### src/rtl/arch_defs_pkg.sv
// arch_defs_pkg: shared architecture constants and the UART transmitter state type.
package arch_defs_pkg;
  localparam int DATA_WIDTH = 8;
  localparam int UART_DEFAULT_CLKS_PER_BIT = 434;
  typedef enum logic [2:0] {IDLE, START, DATA, PARITY, STOP} uart_tx_state_t;
endpackage

### src/rtl/byte_fifo.sv
// byte_fifo: circular buffer with wrapping pointers, registered count, full/empty flags.
module byte_fifo #(
  parameter int DEPTH = 4,
  parameter int WIDTH = 8
) (
  input  logic             clk,
  input  logic             reset,
  input  logic             push_i,
  input  logic             pop_i,
  input  logic [WIDTH-1:0] din_i,
  output logic [WIDTH-1:0] dout_o,
  output logic             full_o,
  output logic             empty_o
);
  localparam int AW = $clog2(DEPTH);
  logic [WIDTH-1:0] mem_q [DEPTH];
  logic [AW-1:0] wr_ptr_q, rd_ptr_q;
  logic [AW:0] count_q;
  logic do_push, do_pop;
  assign do_pop = pop_i && !empty_o;
  // a full FIFO still accepts a write when the head leaves in the same cycle
  assign do_push = push_i && (!full_o || do_pop);
  assign full_o = count_q == (AW+1)'(DEPTH);
  assign empty_o = count_q == '0;
  assign dout_o = mem_q[rd_ptr_q];
  always_ff @(posedge clk) begin
    if (do_push) mem_q[wr_ptr_q] <= din_i;
  end
  always_ff @(posedge clk) begin
    if (reset) begin
      wr_ptr_q <= '0;
      rd_ptr_q <= '0;
      count_q <= '0;
    end else begin
      if (do_push) wr_ptr_q <= wr_ptr_q + 1'b1;
      if (do_pop) rd_ptr_q <= rd_ptr_q + 1'b1;
      count_q <= count_q + (AW+1)'(do_push) - (AW+1)'(do_pop);
    end
  end
endmodule

### src/rtl/uart_tx_port.sv
// uart_tx_port: FIFO-buffered 8N1 serial transmitter with pollable status flags.
// Define UART_TX_PARITY_EN to insert an even-parity bit between data and stop.
module uart_tx_port
  import arch_defs_pkg::*;
#(
  parameter int CLKS_PER_BIT = UART_DEFAULT_CLKS_PER_BIT,
  parameter int FIFO_DEPTH = 4
) (
  input  logic                  clk,
  input  logic                  reset,
  input  logic                  wr_en,
  input  logic [DATA_WIDTH-1:0] wr_data,
  input  logic                  clr_overflow,
  output logic                  uart_tx,
  output logic                  fifo_full,
  output logic                  fifo_empty,
  output logic                  busy,
  output logic                  overflow,
  output logic                  tx_done
);
  localparam int BW = $clog2(CLKS_PER_BIT);
  uart_tx_state_t state_q;
  logic [BW-1:0] baud_q;
  logic [2:0] bit_q;
  logic [DATA_WIDTH-1:0] shift_q, head;
  logic tx_q, done_q, ovf_q, pop, bit_end;
`ifdef UART_TX_PARITY_EN
  logic par_q;
`endif
  byte_fifo #(.DEPTH(FIFO_DEPTH), .WIDTH(DATA_WIDTH)) u_fifo (
    .clk(clk),
    .reset(reset),
    .push_i(wr_en),
    .pop_i(pop),
    .din_i(wr_data),
    .dout_o(head),
    .full_o(fifo_full),
    .empty_o(fifo_empty)
  );
  assign bit_end = baud_q == BW'(CLKS_PER_BIT-1);
  // STOP hands straight over to the next frame so queued bytes leave with no idle gap
  assign pop = !fifo_empty && (state_q == IDLE || (state_q == STOP && bit_end));
  assign uart_tx = tx_q;
  assign tx_done = done_q;
  assign overflow = ovf_q;
  assign busy = state_q != IDLE || !fifo_empty;
  always_ff @(posedge clk) begin
    if (reset) begin
      state_q <= IDLE;
      baud_q <= '0;
      bit_q <= '0;
      shift_q <= '0;
      tx_q <= 1'b1;
      done_q <= 1'b0;
      ovf_q <= 1'b0;
`ifdef UART_TX_PARITY_EN
      par_q <= 1'b0;
`endif
    end else begin
      baud_q <= (state_q == IDLE || bit_end) ? '0 : baud_q + 1'b1;
      done_q <= state_q == STOP && baud_q == BW'(CLKS_PER_BIT-2);
      ovf_q <= (wr_en && fifo_full && !pop) || (ovf_q && !clr_overflow);
      if (pop) begin
        shift_q <= head;
        state_q <= START;
        tx_q <= 1'b0;
`ifdef UART_TX_PARITY_EN
        par_q <= ^head;
`endif
      end else if (bit_end) begin
        case (state_q)
          START: begin
            state_q <= DATA;
            bit_q <= '0;
            tx_q <= shift_q[0];
          end
          DATA: begin
            if (bit_q == 3'd7) begin
`ifdef UART_TX_PARITY_EN
              state_q <= PARITY;
              tx_q <= par_q;
`else
              state_q <= STOP;
              tx_q <= 1'b1;
`endif
            end else begin
              bit_q <= bit_q + 1'b1;
              shift_q <= shift_q >> 1;
              tx_q <= shift_q[1];
            end
          end
`ifdef UART_TX_PARITY_EN
          PARITY: begin
            state_q <= STOP;
            tx_q <= 1'b1;
          end
`endif
          default: begin
            state_q <= IDLE;
            tx_q <= 1'b1;
          end
        endcase
      end
    end
  end
endmodule

### config.mk
export PLATFORM = sky130hd
export DESIGN_NAME = uart_tx_port
export DESIGN_NICKNAME = d
export VERILOG_FILES = /design/src/rtl/arch_defs_pkg.sv /design/src/rtl/byte_fifo.sv /design/src/rtl/uart_tx_port.sv
export SDC_FILE = /design/constraint.sdc
export NUM_CORES = 1
export LEC_CHECK = 0
export ABC_AREA = 0
export CORE_MARGIN = 2
export CORE_UTILIZATION = 35
export CTS_BUF_LIST = sky130_fd_sc_hd__clkbuf_4
export CTS_CLUSTER_SIZE = 10
export DETAILED_ROUTE_END_ITERATION = 7
export SLEW_MARGIN = 20
export SYNTH_ARGS = -nofsm -noshare
export SYNTH_HDL_FRONTEND = slang
export SYNTH_SLANG_ARGS = --single-unit
### constraint.sdc
create_clock -name clk -period 2.2 [get_ports clk]
set_clock_uncertainty 0.1 [all_clocks]
set_input_delay 0.44 -clock clk [delete_from_list [all_inputs] [get_ports clk]]
set_output_delay 0.44 -clock clk [all_outputs]
set_load 0.01 [all_outputs]
==> flow_summary.toml <==
[floorplanning]
coreArea_mm2 = 0.00822
io_pins = 18
rows = 33
die_w_um = 96.1
initial_core_util_pct = 36.1
die_area_mm2 = 0.00923
die_h_um = 96.1

[clocking]
cts_tree = "yes"
numCtsBuffers = 9
cts_hold_buffers = 0
clockRootBuffer = "clkbuf_4"
insertion_delay_ns = 0.43
clock_sinks = 67
clockBufferDepth = 2
clk_pin_slew_worst_paths_ns = 0.13
h-tree-depth = 3

[yosys]
synthesis.nets = 265
ys_top_cells_by_area = "edfxtp_1, dfxtp_1, mux4_2, ha_1, nor2_1"
synth_common_cells = "dfxtp_1, edfxtp_1, nor2_1, nand2_1, inv_1"
yosysSeqAreaShare_pct = 56.0
synth_cell_types = 47
ys.flop_type = "dfxtp_1"
syn_inst = 242
synth.most_common_cell = "dfxtp_1"
synthArstFlopShare_pct = 0
ys_ff_latch = 67
synth.top_cell.area_share_pct = 32.4
yosys.area.top_type = "edfxtp_1"
synth_edf_count = 32
ys_warn_count = 0
synth_area_per_cell_um2 = 12.3
synth_area_mm2 = 0.00297

[pwr]
p_clk_share_pct = 21.8
p_sw_w = 0.00131
power.density_mw_per_mm2 = 1060
p_comb_share_pct = 33.8
power_frac_seq_pct = 44.3
leakagePower_nw = 1.37
ir_drop_mv = 0.532
netSwitchingFraction_pct = 32.9
p_int_w = 0.00268

[timing]
slew_violations = 0
setup_slack_ns = -0.104
max_clock_freq_ghz = 0.434
fin_crit_ns = 2.30
tns_ns = -0.104
holdWs_ns = 0.383
min_period_over_period_pct = 105
tightest_slew_ns = 0.400
setup-violations-final = 1
final-hold-violation-count = 0
rsz0062_at_grt = "true"
slew_headroom_pct = 73.3

[min_path]
whs_endpoint = "shift_q[6]"
hold_depth = 2
hold_class = "register to register"
hp-start = "shift_q[7]"

[critical_path]
cp_max_fo = 4
reg2reg_to = "u_fifo.count_q[2]"
reg2regPathDepth = 11
cp.arrival_ns = 2.51
critPathTopFamily = "adder cells"
slowest_stage = "dfxtp_2"
rrSetupSlack_ns = -0.10
cp_cell_sequence = "inv_2, ha_4, nand4bb_4, o21a_4, o22ai_2, ha_2, inv_2, fa_2, xor2_2, xnor2_1, nor2_1"
endpoint_kind = "register"
startpoint_type = "register"
crit_path_frequent_cell = "inv_2"
reg2reg_from = "baud_q[1]"
path_class = "register to register"
cp_num_buf_inv = 2
crit_path_start = "baud_q[1]"
cpPeakStageDelay_ns = 0.35
required_ns = 2.40

[global_routing]
grt-ovfl-total = 0
grt_max_degree = 25
track_usage_pct = 14.0
grt_pass1_vias = 2033
grt_pass1_wl_um = 9600
antenna_found_initial = 0

[run_status]
status = "finished with violations"
violations = "setup timing"

[routing]
vias = 1968
drc = 0
ant_nets = 0
dr.first_iter.drc_count = 88
routedWlPerCell_um = 14.5
wirelength_um = 5830
dr.pass1.iters = 4
vias_per_cell = 4.90

[cells_and_area]
area_delta_synth_final_pct = 26.5
diodes = 0
layout-drive-gt1-share_pct = 30.6
final_nets = 315

[placed_design]
dp_hpwl_um = 4050
io_buffers = 17
gp_congestion = 0.776

[flow_run]
maxCapViolations = 0
## timing repair
item                       CTS  global route
setup buffers                1             1
pin swaps                    1             6
gates resized for setup     11            10
setup endpoints to repair    4             3
## layout by cell type, fill, tap and decap left out, types with 3 or more instances in the layout
master,netlist,final
nand3_1,10,10
buf_12,0,4
o31ai_1,4,3
nor3_1,7,6
and2_1,4,4
nand2b_1,4,4
inv_6,0,3
dfxtp_1,35,29
buf_4,0,28
o211ai_1,6,6
mux4_2,8,8
nand2_1,16,15
edfxtp_1,32,32
dfxtp_2,0,5
mux2_2,3,3
inv_1,11,9
a31oi_1,6,6
xnor2_1,7,7
nor2_1,25,24
a21oi_1,7,7
nor2b_1,3,3
clkdlybuf4s50_1,0,14
clkbuf_4,0,9
ha_1,10,8
## flip-flops by register name (all words and copies together), names as in the netlist, named ones only
| signal | flops |
|---|---|
| state_q | 3 |
| u_fifo.rd_ptr_q | 2 |
| bit_q | 3 |
| u_fifo.count_q | 3 |
| u_fifo.wr_ptr_q | 2 |
| baud_q | 9 |
| shift_q | 8 |
| tx_done | 1 |
| uart_tx | 1 |
| overflow | 1 |
| u_fifo.mem_q | 32 |
## power by group through the flow
stage / Combinational, W / Clock (W) / Sequential, W
2_1_floorplan: 0.000861 / 0 / 0.00170
3_3_place_gp: 0.00126 / 0 / 0.00176
3_5_place_dp: 0.00128 / 0 / 0.00177
4_1_cts: 0.00130 / 0.000903 / 0.00176
5_1_grt: 0.00149 / 0.000947 / 0.00180
6_report: 0.00135 / 0.000870 / 0.00177
## tightest hold or removal path, delay by kind of cell, from the launching register on
kind	cells	cell delay, ns
DFF	1	0.33
AOI/OAI and AO/OA	1	0.07
and+or+nand+nor	1	0.06
## kinds of logic (layout without fill, tap and decap cells)
family	count (synthesis)	in the layout	synth area share, %
fa+ha+maj	11	11	4.89
simple gates	86	86	16.8
mux	12	12	7.55
xor+xnor	9	9	2.66
compound gates	36	36	8.98
flops	67	67	56.0
buf+inv	21	76	3.08
## how the worst max path moves through the flow
stage	slack, ns	depth (start not counted)	endpoint
floorplan	-0.11	13	u_fifo.count_q[2]
global placement	-0.11	9	u_fifo.count_q[2]
detailed placement	-0.14	9	u_fifo.count_q[2]
CTS	-0.04	12	u_fifo.count_q[2]
global route	-0.22	11	u_fifo.count_q[2]
finish	-0.10	11	u_fifo.count_q[2]
## stage by stage
stage	power, W	worst slack [ns]	utilization (%)	area [um2]	cells
3_5_place_dp	0.00305	-0.139	42.9	3520	384
5_1_grt	0.00424	-0.221	45.7	3750	402
2_1_floorplan	0.00256	-0.114	-	3000	242
6_report	0.00399	-0.104	45.7	3750	402
3_3_place_gp	0.00302	-0.111	42.9	3520	384
4_1_cts	0.00396	-0.0417	45.1	3710	401
## cell type report
type / instances / area, um2
Multi-Input combinational cell: 154 / 1300
Timing Repair Buffer: 49 / 460
Inverter: 11 / 41.3
Clock buffer: 9 / 67.6
Clock inverter: 7 / 81.3
Fill cell: 729 / 4460
Sequential cell: 67 / 1670
Tap cell: 105 / 131
## layer usage
layer	vias up	track usage, %	part of all wire, %
met3	6	5.40	3.2
met1	947	17.0	46
met5	-	0	0
met4	0	4.64	0.94
met2	28	22.9	50
li1	987	-	-
Note: power is estimated with default switching activity, not from simulation.
